[src/rtl/alarm_pkg.sv]
// Shared definitions for the alarm controller slice.
// Holds the FSM state encoding, counter widths and the default timing
// constants used as parameter defaults by alarm_ctrl.
package alarm_pkg;

  typedef enum logic [1:0] {
    IDLE    = 2'd0,
    RINGING = 2'd1,
    SNOOZE  = 2'd2
  } state_t;

  localparam int CNT_W          = 9;    // ring / snooze second counters
  localparam int SNZ_W          = 4;    // remaining-snooze counter
  localparam int RING_SEC_DEF   = 60;
  localparam int SNOOZE_SEC_DEF = 300;
  localparam int MAX_SNOOZE_DEF = 3;

endpackage

[src/rtl/rise_det.sv]
// Registered rising-edge detector for a debounced button level.
// Ports:
//   clk, reset_ : clock, asynchronous active-low reset
//   din         : debounced input level
//   rise        : high for the cycle in which din goes 0 -> 1
// valid_r blocks the first cycle after reset, so a button already held
// when reset is released is never reported as a new press.
module rise_det
  import alarm_pkg::*;
(
  input  logic clk,
  input  logic reset_,
  input  logic din,
  output logic rise
);

  logic prev_r;
  logic valid_r;

  // History of the input level plus a flag marking that history as valid.
  always_ff @(posedge clk or negedge reset_) begin
    if (!reset_) begin
      prev_r  <= 1'b0;
      valid_r <= 1'b0;
    end else begin
      prev_r  <= din;
      valid_r <= 1'b1;
    end
  end

  assign rise = din & ~prev_r & valid_r;

endmodule

[src/rtl/alarm_ctrl.sv]
// Alarm clock controller: compares current time against the stored alarm,
// rings for RING_SEC seconds, supports up to MAX_SNOOZE snoozes of
// SNOOZE_SEC seconds each, and can be stopped at any time.
// Ports:
//   clk, reset_       : clock, asynchronous active-low reset
//   tick_1s           : one-cycle pulse per second
//   en                : alarm armed (level); low forces IDLE
//   t_d0..t_d3        : current time BCD (min units, min tens, hr units, hr tens)
//   a_d0..a_d3        : alarm time BCD, same order
//   btn_stop          : stop button level (rising edge acts)
//   btn_snooze        : snooze button level (rising edge acts)
//   ringing, snoozing : state indicators
//   buzz              : beep pattern, toggles every second while ringing
//   snooze_left       : snoozes still available for the current event
module alarm_ctrl
  import alarm_pkg::*;
#(
  parameter int RING_SEC   = RING_SEC_DEF,
  parameter int SNOOZE_SEC = SNOOZE_SEC_DEF,
  parameter int MAX_SNOOZE = MAX_SNOOZE_DEF
) (
  input  logic             clk,
  input  logic             reset_,
  input  logic             tick_1s,
  input  logic             en,
  input  logic [3:0]       t_d0,
  input  logic [3:0]       t_d1,
  input  logic [3:0]       t_d2,
  input  logic [3:0]       t_d3,
  input  logic [3:0]       a_d0,
  input  logic [3:0]       a_d1,
  input  logic [3:0]       a_d2,
  input  logic [3:0]       a_d3,
  input  logic             btn_stop,
  input  logic             btn_snooze,
  output logic             ringing,
  output logic             snoozing,
  output logic             buzz,
  output logic [SNZ_W-1:0] snooze_left
);

  localparam logic [CNT_W-1:0] RING_LOAD   = CNT_W'(RING_SEC);
  localparam logic [CNT_W-1:0] SNOOZE_LOAD = CNT_W'(SNOOZE_SEC);
  localparam logic [SNZ_W-1:0] SNZ_LOAD    = SNZ_W'(MAX_SNOOZE);

  state_t           state_r;
  logic [CNT_W-1:0] ring_cnt_r;
  logic [CNT_W-1:0] snz_cnt_r;
  logic [SNZ_W-1:0] left_r;
  logic             phase_r;
  logic             match_d_r;
  logic             live_r;
  logic             match_s;
  logic             trig_s;
  logic             stop_s;
  logic             snz_s;

  rise_det u_stop_det (
    .clk    (clk),
    .reset_ (reset_),
    .din    (btn_stop),
    .rise   (stop_s)
  );

  rise_det u_snooze_det (
    .clk    (clk),
    .reset_ (reset_),
    .din    (btn_snooze),
    .rise   (snz_s)
  );

  assign match_s = (t_d0 == a_d0) && (t_d1 == a_d1) &&
                   (t_d2 == a_d2) && (t_d3 == a_d3);

  // live_r keeps a time that already matches at reset release from
  // counting as a fresh match edge.
  assign trig_s = en && match_s && !match_d_r && live_r;

  // Main alarm FSM with its counters; button edges take priority over ticks.
  always_ff @(posedge clk or negedge reset_) begin
    if (!reset_) begin
      state_r    <= IDLE;
      ring_cnt_r <= {CNT_W{1'b0}};
      snz_cnt_r  <= {CNT_W{1'b0}};
      left_r     <= {SNZ_W{1'b0}};
      phase_r    <= 1'b0;
      match_d_r  <= 1'b0;
      live_r     <= 1'b0;
    end else begin
      match_d_r <= match_s;
      live_r    <= 1'b1;
      if (!en) begin
        // Disarming aborts the event; counters hold their values.
        state_r <= IDLE;
        left_r  <= {SNZ_W{1'b0}};
      end else begin
        case (state_r)
          IDLE: begin
            if (trig_s) begin
              state_r    <= RINGING;
              ring_cnt_r <= RING_LOAD;
              left_r     <= SNZ_LOAD;
              phase_r    <= 1'b1;
            end
          end
          RINGING: begin
            if (stop_s) begin
              state_r <= IDLE;
            end else if (snz_s && (left_r != {SNZ_W{1'b0}})) begin
              state_r   <= SNOOZE;
              snz_cnt_r <= SNOOZE_LOAD;
              left_r    <= left_r - {{(SNZ_W-1){1'b0}}, 1'b1};
            end else if (tick_1s) begin
              phase_r <= ~phase_r;
              // Leave on the last second rather than counting through zero.
              if (ring_cnt_r <= {{(CNT_W-1){1'b0}}, 1'b1}) begin
                state_r <= IDLE;
              end else begin
                ring_cnt_r <= ring_cnt_r - {{(CNT_W-1){1'b0}}, 1'b1};
              end
            end
          end
          SNOOZE: begin
            if (stop_s) begin
              state_r <= IDLE;
            end else if (tick_1s) begin
              if (snz_cnt_r <= {{(CNT_W-1){1'b0}}, 1'b1}) begin
                state_r    <= RINGING;
                ring_cnt_r <= RING_LOAD;
                phase_r    <= 1'b1;
              end else begin
                snz_cnt_r <= snz_cnt_r - {{(CNT_W-1){1'b0}}, 1'b1};
              end
            end
          end
          default: begin
            state_r <= IDLE;
          end
        endcase
      end
    end
  end

  assign ringing     = (state_r == RINGING);
  assign snoozing    = (state_r == SNOOZE);
  assign buzz        = ringing & phase_r;
  assign snooze_left = left_r;

endmodule
[config.mk]
export PLATFORM = sky130hd
export DESIGN_NAME = alarm_ctrl
export DESIGN_NICKNAME = d
export VERILOG_FILES = /design/src/rtl/alarm_pkg.sv /design/src/rtl/rise_det.sv /design/src/rtl/alarm_ctrl.sv
export SDC_FILE = /design/constraint.sdc
export NUM_CORES = 1
export LEC_CHECK = 0
export BUFFER_PORTS_ARGS = -buffer_cell sky130_fd_sc_hd__buf_2
export CAP_MARGIN = 20
export CORE_ASPECT_RATIO = 0.8
export CORE_MARGIN = 2
export CORE_UTILIZATION = 51
export CTS_BUF_LIST = sky130_fd_sc_hd__clkbuf_2 sky130_fd_sc_hd__clkbuf_4 sky130_fd_sc_hd__clkbuf_8
export CTS_CLUSTER_DIAMETER = 200
export DETAILED_ROUTE_END_ITERATION = 7
export GPL_TIMING_DRIVEN = 0
export PLACE_DENSITY = 0.79
export SLEW_MARGIN = 25
export SYNTH_ARGS = -nofsm -noshare
export SYNTH_HDL_FRONTEND = slang
export SYNTH_SLANG_ARGS = --single-unit
[constraint.sdc]
create_clock -name clk -period 1.95 [get_ports clk]
set_clock_uncertainty 0.05 [all_clocks]
set_input_delay 0.39 -clock clk [delete_from_list [all_inputs] [get_ports clk]]
set_output_delay 0.39 -clock clk [all_outputs]
set_load 0.02 [all_outputs]
==> flow_metrics.env, run 1 <==
export IMPL_hold_path_class="in -> async"
export IMPL_rsz0062_at_grt="true"
export IMPL_cts_buffers=5
export IMPL_ant_nets=0
export IMPL_portBuffers=43
export IMPL_die_h_um=60.41
export IMPL_r2r_end="ring_cnt_r[3]"
export IMPL_hold_slack_ns=0.07626
export IMPL_nNetsFinal=332
export IMPL_worst_pin_slew_ns=0.6600
export IMPL_ir_drop_mv=0.3442
export IMPL_globalRouteOverflowTotal=0
export IMPL_core_area_um2=3804
export IMPL_cts_buffer_depth=2
export IMPL_p_leak_nw=1.228
export IMPL_antenna_found_initial=0
export IMPL_cts_root_buf="clkbuf_8"
export IMPL_synth_top_area_cell="dfrtp_1"
export IMPL_final_hold_viol_count=0
export IMPL_slew_violations=0
export IMPL_critical_path_required_ns=2.06
export IMPL_min_period_ns=2.112
export IMPL_violations="setup timing"
export IMPL_cts_max_level=2
export IMPL_drt_iter0_drc=138
export IMPL_grt_max_degree=30
export IMPL_dp_hpwl_um=3500
export IMPL_r2r_slack_ns=-0.16
export IMPL_crit_path_end_kind="flip-flop"
export IMPL_synth_main_ff_cell="dfrtp_1"
export IMPL_clock_fmax_ghz=0.4735
export IMPL_netlist_instances=219
export IMPL_fp_dieW_um=74.51
export IMPL_clkTransAtPathRegs_ns=0.06
export IMPL_routedWlPerCell_um=15.77
export IMPL_fp_row_count=20
export IMPL_cts_sinks=29
export IMPL_crit_type="reg -> reg"
export IMPL_grt_pass1_wl_um=8224
export IMPL_finalWorstSetupSlack_ns=-0.1620
export IMPL_async_flop_share=1.000
export IMPL_postCtsHoldBufs=0
export IMPL_slew_headroom=0.5600
export IMPL_area_delta_synth_final_pct=33.07
export IMPL_synth_edf_count=0
export IMPL_dieArea_um2=4500
export IMPL_fin_crit_sh=1.083
export IMPL_place_gp_congestion=0.8385
export IMPL_synth_area_um2=2028
export IMPL_grt_pass1_vias=1750
export IMPL_wl_um=5408
export IMPL_ys_ff_latch=29
export IMPL_syn_avg_cell_area_um2=9.261
export IMPL_layout_commonest_cell="buf_2"
export IMPL_critical_path_arrival_ns=2.22
export IMPL_path_max_fanout=5
export IMPL_maxCapViolCount=0
export IMPL_synth_top_area_share=0.3578
export IMPL_utilization=0.7095
export IMPL_drtPass1Iterations=4
export IMPL_setup_viol=15
export IMPL_vias=2036
export IMPL_power_density_nw_per_um2=470.0
export IMPL_synth_warnings=0
export IMPL_ys_seq_area_frac=0.3578
export IMPL_antenna_cells=0
export IMPL_status="finished, violations left"
export IMPL_dp_cells=317
export IMPL_synth_nets=263
export IMPL_pin_count=45
export IMPL_insertion_delay_ns=0.29
export IMPL_synth_area_top_cells="dfrtp_1 (36%), xor2_1 (7.8%), ha_1 (3.7%), nand2_1 (3.1%), o21ai_0 (3.0%)"
export IMPL_start_util=0.5332
export IMPL_mostFrequentLayoutCells="buf_2 (44), dfrtp_1 (25), buf_4 (18), xor2_1 (17), nand2_1 (17)"
export IMPL_synth_distinct_cells=58
export IMPL_cts_tree="built"
export IMPL_reg2reg_from="snooze_left[1]"
export IMPL_drive_gt1_frac=0.3819
export IMPL_worstRegToRegCells=8
export IMPL_stdcell_count=343
export IMPL_start_kind="flip-flop"
export IMPL_drc=0
export IMPL_drt_vias_per_instance=5.936
export IMPL_grt_usage=0.2478
stage by stage:
| stage | worst slack, ns | TNS [ns] | cell area [um^2] | total power, mW |
|---|---|---|---|---|
| 2_1_floorplan | -0.05692 | -0.1389 | 2039 | 0.6727 |
| 3_3_place_gp | -0.2311 | -2.090 | 2323 | 0.7370 |
| 3_5_place_dp | -0.2836 | -2.574 | 2323 | 0.7401 |
| 4_1_cts | -0.1214 | -0.8199 | 2535 | 1.265 |
| 5_1_grt | -0.2481 | -2.966 | 2699 | 1.313 |
| 6_report | -0.1620 | -1.481 | 2699 | 1.268 |
logic make-up (layout without fill, tap and decap cells):
group / count (synthesis) / count (layout) / share of synthesized area
buf+inv: 18 / 87 / 0.03762
flops: 29 / 29 / 0.3578
fa+ha+maj: 6 / 6 / 0.03701
other cells: 1 / 1 / 0.001849
xor+xnor: 21 / 21 / 0.09069
compound gates: 52 / 52 / 0.1937
mux: 1 / 1 / 0.004935
simple gates: 91 / 91 / 0.2764
worst max path at each step:
stage | start | endpoint | slack (ns) | cells after the start
6_report | snooze_left[1] | ring_cnt_r[3] | -0.16 | 8
5_1_grt | snooze_left[1] | ring_cnt_r[4] | -0.25 | 9
4_1_cts | state_r[0] | snz_cnt_r[8] | -0.12 | 7
3_5_place_dp | en | snz_cnt_r[4] | -0.28 | 6
3_3_place_gp | en | snz_cnt_r[4] | -0.23 | 6
2_1_floorplan | snooze_left[0] | snz_cnt_r[4] | -0.06 | 7
timing repair:
item	CTS	global route
setup buffers	10	9
setup endpoints to repair	21	26
pin swaps	11	3
resized for setup	12	20
flip-flops by register name, summed over array words and instances (netlist names):
name	cells
u_stop_det.prev_r	1
snz_cnt_r	9
state_r	2
match_d_r	1
u_snooze_det.valid_r	1
phase_r	1
u_snooze_det.prev_r	1
snooze_left	4
ring_cnt_r	9
where the power goes:
part | internal [mW] | leakage (nW) | switching [mW]
Combinational | 0.0592 | 0.810 | 0.0728
Sequential | 0.606 | 0.370 | 0.00282
Clock | 0.293 | 0.0477 | 0.234
Total | 0.959 | 1.23 | 0.310
metal layers:
metal / wire [um] / track usage / vias up
li1: - / - / 950
met1: 2315 / 0.3197 / 978
met2: 2558 / 0.4020 / 95
met3: 414 / 0.07641 / 13
met4: 119 / 0.08163 / 0
met5: 0 / 0 / -
synthesized netlist by cell type, types with 5 or more instances:
cell	count
nor4_1	7
nand3b_1	6
a31oi_1	5
o21ai_0	12
o211ai_1	5
nor2_1	15
dfrtp_1	29
nand2_1	17
inv_1	14
xor2_1	18
ha_1	6
nand4_1	5
nor3_1	8
final cells by class:
class,instances,area [um^2]
multi-input cells,172,1359
well taps,55,68.82
clock buffers,7,90.09
inverters,14,56.30
fillers,272,1105
flip-flops and latches,29,730.7
repair buffers,62,365.4
plain buffers,4,28.78
worst max-delay path: stages, from the launching register on:
cell	delay (ns)
dfrtp_2	0.41
inv_2	0.08
ha_4	0.12
nor3b_4	0.28
o211ai_1	0.17
buf_4	0.18
nor4b_4	0.36
and4_1	0.27
a211oi_2	0.05
Power figures use the tool's default switching activity.
==> run 2: changes to the inputs <==
--- a/config.mk
+++ b/config.mk
@@ -9,12 +9,12 @@
 export CAP_MARGIN = 20
 export CORE_ASPECT_RATIO = 0.8
 export CORE_MARGIN = 2
-export CORE_UTILIZATION = 51
+export CORE_UTILIZATION = 55
 export CTS_BUF_LIST = sky130_fd_sc_hd__clkbuf_2 sky130_fd_sc_hd__clkbuf_4 sky130_fd_sc_hd__clkbuf_8
 export CTS_CLUSTER_DIAMETER = 200
 export DETAILED_ROUTE_END_ITERATION = 7
 export GPL_TIMING_DRIVEN = 0
-export PLACE_DENSITY = 0.79
+export PLACE_DENSITY = 0.81
 export SLEW_MARGIN = 25
 export SYNTH_ARGS = -nofsm -noshare
 export SYNTH_HDL_FRONTEND = slang
==> constraint.sdc (replaced) <==
create_clock -name clk -period 2 [get_ports clk]
set_clock_uncertainty 0.05 [all_clocks]
set_input_delay 0.4 -clock clk [delete_from_list [all_inputs] [get_ports clk]]
set_output_delay 0.4 -clock clk [all_outputs]
set_load 0.02 [all_outputs]
==> run 2 against run 1 <==
Effect of this change:
- the flow still finishes with violations (setup timing)
- highest routed layer unchanged
- final cell count decreased by 1.2%
- first-iteration DRC count up 57%
- sequential power fell by 2%
- maximum frequency down 0.40%
- sequential share of layout area is 0.82 points lower
- clock power increased by 0.9%
- setup slack improved by 0.042 ns
==> flow_metrics.env, run 2 (synthesis results as in run 1) <==
export IMPL_start_kind="flip-flop"
export IMPL_grt_max_degree=30
export IMPL_cts_tree="built"
export IMPL_cp_slowest_cell="or4_1"
export IMPL_portBuffers=43
export IMPL_cts_root_buf="clkbuf_8"
export IMPL_critical_path_arrival_ns=2.28
export IMPL_antenna_found_initial=0
export IMPL_nNetsFinal=340
export IMPL_ir_drop_mv=0.4319
export IMPL_start_util=0.5844
export IMPL_path_cells="inv_2 -> ha_4 -> nor3b_4 -> o31ai_2 -> nand4_1 -> or4_1 -> a21oi_1"
export IMPL_area_delta_synth_final_pct=37.45
export IMPL_grt_usage=0.2728
export IMPL_rsz0062_at_grt="true"
export IMPL_cts_max_level=2
export IMPL_drtPass1Iterations=5
export IMPL_drt_iter0_drc=216
export IMPL_globalRouteOverflowTotal=0
export IMPL_setup_viol=11
export IMPL_violations="setup timing"
export IMPL_grt_pass1_wl_um=8880
export IMPL_status="finished, violations left"
export IMPL_drive_gt1_frac=0.4040
export IMPL_critical_path_required_ns=2.16
export IMPL_slew_violations=0
export IMPL_clkTransAtPathRegs_ns=0.06
export IMPL_critical_path_top_delay_family="simple AND/OR/NAND/NOR gates"
export IMPL_slowest_delay_ns=0.58
export IMPL_die_h_um=58.32
export IMPL_cts_sinks=29
export IMPL_cts_buffer_depth=2
export IMPL_wl_um=6018
export IMPL_crit_buf_inv=1
export IMPL_slew_headroom=0.5597
export IMPL_postCtsHoldBufs=0
export IMPL_place_gp_congestion=0.8609
export IMPL_path_max_fanout=7
export IMPL_layout_commonest_cell="buf_2"
export IMPL_fp_row_count=19
export IMPL_worst_pin_slew_ns=0.6605
export IMPL_dp_hpwl_um=3504
export IMPL_maxCapViolCount=0
export IMPL_routedWlPerCell_um=17.75
export IMPL_finalWorstSetupSlack_ns=-0.1204
export IMPL_crit_path_end_kind="flip-flop"
export IMPL_fin_setup_tns_ns=-0.5247
export IMPL_pin_count=45
export IMPL_fin_crit_sh=1.060
export IMPL_reg2reg_from="snooze_left[0]"
export IMPL_core_area_um2=3471
export IMPL_grt_pass1_vias=1925
export IMPL_insertion_delay_ns=0.29
export IMPL_vias=2168
export IMPL_drc=0
export IMPL_fp_dieW_um=71.90
export IMPL_clock_fmax_ghz=0.4716
export IMPL_min_period_ns=2.120
export IMPL_hold_path_class="in -> async"
export IMPL_fillers=204
export IMPL_crit_type="reg -> reg"
export IMPL_drt_vias_per_instance=6.395
export IMPL_final_hold_viol_count=0
export IMPL_power_density_nw_per_um2=450.9
export IMPL_cts_buffers=5
export IMPL_mostFrequentLayoutCells="buf_2 (44), buf_4 (27), dfrtp_1 (24), xor2_1 (18), nand2_1 (17)"
export IMPL_antenna_cells=0
export IMPL_dieArea_um2=4193
export IMPL_ant_nets=0
export IMPL_finalPower_mw=1.257
export IMPL_p_leak_nw=1.287
export IMPL_cp_startpoint="snooze_left[0]"
## run 2: layout make-up
type | count | area (um^2) | area share
multi-input cells | 172 | 1384 | 0.4964
inverters | 14 | 56.30 | 0.02020
plain buffers | 4 | 32.53 | 0.01167
flip-flops and latches | 29 | 732.0 | 0.2626
well taps | 42 | 52.55 | 0.01885
clock buffers | 8 | 97.59 | 0.03501
repair buffers | 70 | 432.9 | 0.1553
## run 2: stage by stage
stage	instance area (um^2)	cells	hold slack (ns)	utilization	setup slack (ns)
final	2788	339	0.09026	0.8032	-0.1204
after global routing	2788	339	0.1557	0.8032	-0.1763
after CTS	2534	324	0.1233	0.7300	-0.05874
after detailed placement	2305	304	0.4194	0.6640	-0.1708
after global placement	2305	304	0.4140	0.6640	-0.1616
after floorplan	2037	219	0.05441	-	-0.05216
## run 2: final timing paths
| path | end | slack [ns] | depth (start not counted) |
|---|---|---|---|
| min reg2reg | phase_r | 0.46 | 1 |
| max | snz_cnt_r[4] | -0.12 | 7 |
| max in group asynchronous | snooze_left[0] | 1.33 | 1 |
| min in group clk | u_snooze_det.prev_r | 0.19 | 1 |
| min | ring_cnt_r[4] | 0.09 | 1 |
| max reg2reg | snz_cnt_r[4] | -0.12 | 7 |
## run 2: repair_timing
action | CTS | global route
gates resized for setup | 11 | 27
setup endpoints to repair | 20 | 23
setup buffers | 12 | 15
pin swaps | 8 | 7
## run 2: metal layers
metal	routed length, um	vias to the layer above	share of wire	GRT usage
li1	-	969	-	-
met5	0	-	0	0
met4	121	0	0.020	0.1024
met2	2938	150	0.49	0.4339
met1	2417	1028	0.40	0.3731
met3	541	21	0.090	0.05479
## run 2: where the power goes
part           switching, mW  internal (mW)  leakage, nW
Clock                  0.225          0.307       0.0523
Sequential           0.00333          0.591        0.368
Combinational         0.0725         0.0582        0.867
==> run 3: changes to the inputs <==
--- a/config.mk
+++ b/config.mk
@@ -18,4 +18,5 @@
 export SLEW_MARGIN = 25
 export SYNTH_ARGS = -nofsm -noshare
 export SYNTH_HDL_FRONTEND = slang
+export SYNTH_HIERARCHICAL = 1
 export SYNTH_SLANG_ARGS = --single-unit
==> run 3 against run 2 <==
Effect of this change:
- the flow now finishes without violations
- critical path depth up 1
- synthesized cell count down 6.8%
- combinational power down 18%
- global-route usage down 5.0 points
- flip-flop and latch count up 2
- register-to-register slack better by 0.16 ns
- sequential share of layout area up 4.2 points
- final cell count down 7.4%
- sequential power up 6.7%
==> flow_metrics.env, run 3 <==
export IMPL_status="complete, no violations"
export IMPL_routedWlPerCell_um=15.11
export IMPL_clock_fmax_ghz=0.5099
export IMPL_internal_power_mw=0.9578
export IMPL_final_hold_viol_count=0
export IMPL_wl_um=4743
export IMPL_async_flop_share=1.000
export IMPL_multi_input_area_um2=1225
export IMPL_r2r_end="phase_r"
export IMPL_drive_gt1_frac=0.3566
export IMPL_grt_pass1_wl_um=7100
export IMPL_seqCellArea_um2=778.2
export IMPL_hold_slack_ns=0.09674
export IMPL_ys_top_cells_by_count="dfrtp_1 (31), nor2_1 (18), xnor2_1 (16)"
export IMPL_setup_viol=0
export IMPL_nNetsFinal=315
export IMPL_slew_violations=0
export IMPL_grt_max_degree=32
export IMPL_worst_pin_slew_ns=0.6901
export IMPL_drc=0
export IMPL_crit_path_end_kind="flip-flop"
export IMPL_cts_tree="built"
export IMPL_synth_distinct_cells=54
export IMPL_path_max_fanout=5
export IMPL_drtPass1Iterations=4
export IMPL_reg2reg_from="snooze_left[0]"
export IMPL_drt_iter0_drc=156
export IMPL_fillers=220
export IMPL_core_area_um2=3400
export IMPL_insertion_delay_ns=0.29
export IMPL_grt_pass1_vias=1613
export IMPL_slew_headroom=0.5399
export IMPL_grt_usage=0.2224
export IMPL_globalRouteOverflowTotal=0
export IMPL_place_gp_congestion=0.8412
export IMPL_vias=1856
export IMPL_power_switching_mw=0.2924
export IMPL_p_leak_nw=1.209
export IMPL_clkPwrFrac=0.408
export IMPL_die_h_um=57.03
export IMPL_met3_usage=0.05830
export IMPL_cp_slowest_cell="dfrtp_2"
export IMPL_start_util=0.5686
export IMPL_power_share_sequential=0.507
export IMPL_ir_drop_mv=0.4653
export IMPL_r2r_slack_ns=0.04
export IMPL_antenna_cells=0
export IMPL_min_period_ns=1.961
export IMPL_mostFrequentLayoutCells="buf_2 (45), dfrtp_1 (29), nor2_1 (18), xnor2_1 (16), buf_4 (15)"
export IMPL_clkTransAtPathRegs_ns=0.07
export IMPL_met2_usage=0.3787
export IMPL_worstRegToRegCells=8
export IMPL_ant_nets=0
export IMPL_pin_count=45
export IMPL_synth_area_um2=1933
export IMPL_netlist_instances=204
export IMPL_critical_path_arrival_ns=2.09
export IMPL_p_sw_frac=0.2339
export IMPL_ys_seq_area_frac=0.4013
export IMPL_ys_ff_latch=31
export IMPL_antenna_found_initial=0
export IMPL_slowest_delay_ns=0.37
export IMPL_yosysMostFrequentCell="dfrtp_1"
export IMPL_fin_crit_sh=0.9806
export IMPL_fp_row_count=19
export IMPL_cts_root_buf="clkbuf_8"
export IMPL_crit_type="reg -> reg"
export IMPL_start_kind="flip-flop"
export IMPL_cts_max_level=2
export IMPL_syn_avg_cell_area_um2=9.476
export IMPL_cts_buffers=5
export IMPL_final_cell_area_um2=2552
export IMPL_synth_area_top_cells="dfrtp_1 (40%), xnor2_1 (7.2%), ha_1 (3.9%), nor2_1 (3.5%), a21oi_1 (2.8%)"
export IMPL_synth_warnings=6
export IMPL_synth_edf_count=0
export IMPL_path_cells="inv_2 -> ha_2 -> or3b_4 -> nand2_1 -> a221o_1 -> o311a_1 -> buf_6 -> mux2_2"
export IMPL_synth_nets=248
export IMPL_layout_commonest_cell="buf_2"
export IMPL_maxCapViolCount=0
export IMPL_synth_main_ff_cell="dfrtp_1"
export IMPL_fp_dieW_um=70.28
export IMPL_portBuffers=44
export IMPL_top_usage_layer="met2"
export IMPL_cts_sinks=31
export IMPL_postCtsHoldBufs=0
export IMPL_met1_usage=0.2782
export IMPL_dp_hpwl_um=2895
export IMPL_area_delta_synth_final_pct=32.04
export IMPL_cts_buffer_depth=2
export IMPL_hold_path_class="in -> async"
export IMPL_drt_vias_per_instance=5.911
export IMPL_dieArea_um2=4008
export IMPL_synth_top_area_share=0.4013
export IMPL_power_density_nw_per_um2=489.8
export IMPL_critical_path_required_ns=2.13
export IMPL_synth_top_area_cell="dfrtp_1"
export IMPL_place_area_um2=2207
export IMPL_pwr_share_comb=0.085
[run 3: cells by family after synthesis]
logic type | count (synthesis) | synth area share
AOI/OAI and AO/OA | 48 | 0.1761
muxes | 2 | 0.01100
xor gates and xnor gates | 22 | 0.09967
and+or+nand+nor | 77 | 0.2349
buffers and inverters | 15 | 0.03236
adders and majority gates | 6 | 0.03883
other | 3 | 0.005825
DFF | 31 | 0.4013
[run 3: area by class of cell]
type | count | share of cell area
plain buffers | 3 | 0.01078
clock buffers | 7 | 0.03284
clock inverters | 1 | 0.001961
inverters | 12 | 0.01863
multi-input cells | 159 | 0.4799
flip-flops and latches | 31 | 0.3049
well taps | 42 | 0.02059
repair buffers | 59 | 0.1304
[run 3: worst max-delay path by stage]
| stage | slack (ns) | from | cells past startpoint | to |
|---|---|---|---|---|
| 2_1_floorplan | 0.02 | snooze_left[1] | 8 | phase_r |
| 3_3_place_gp | -0.22 | btn_stop | 7 | snz_cnt_r[8] |
| 3_5_place_dp | -0.22 | btn_stop | 7 | snz_cnt_r[8] |
| 4_1_cts | 0.02 | snz_cnt_r[1] | 8 | phase_r |
| 5_1_grt | -0.02 | snooze_left[1] | 8 | phase_r |
| 6_report | 0.04 | snooze_left[0] | 8 | phase_r |
[run 3: per-stage QoR]
stage / power (mW) / std cells / setup slack [ns] / utilization / TNS [ns]
3_3_place_gp: 0.7455 / 290 / -0.2231 / 0.6492 / -1.792
6_report: 1.250 / 314 / 0.03875 / 0.7508 / 0
3_5_place_dp: 0.7490 / 290 / -0.2183 / 0.6492 / -1.873
2_1_floorplan: 0.6864 / 204 / 0.02371 / - / 0
5_1_grt: 1.303 / 314 / -0.02446 / 0.7508 / -0.05776
4_1_cts: 1.247 / 301 / 0.01591 / 0.6905 / 0
[run 3: power groups by stage]
stage / registers [mW] / clock network, mW / logic, mW
6_report: 0.634 / 0.510 / 0.107
4_1_cts: 0.634 / 0.509 / 0.105
3_5_place_dp: 0.645 / 0 / 0.104
5_1_grt: 0.633 / 0.550 / 0.119
3_3_place_gp: 0.645 / 0 / 0.101
2_1_floorplan: 0.645 / 0 / 0.0416
[run 3: worst max-delay path, delay by kind of cell, from the launching register on]
kind	cells	cell delay [ns]
AOI/OAI and AO/OA	2	0.49
adders and majority gates	1	0.18
buffers and inverters	2	0.21
DFF	1	0.37
muxes	1	0.25
and+or+nand+nor	2	0.29
[run 3: repair_timing]
| action | CTS | global route |
|---|---|---|
| cloned | 0 | 2 |
| setup endpoints to repair | 22 | 23 |
| buffers inserted | 3 | 11 |
| gates resized for setup | 8 | 20 |
| pin swaps | 1 | 8 |
[run 3: metal layers]
layer,wire (um),part of all wire
met5,0,0
met4,85,0.018
met3,330,0.070
met2,2248,0.47
met1,2078,0.44
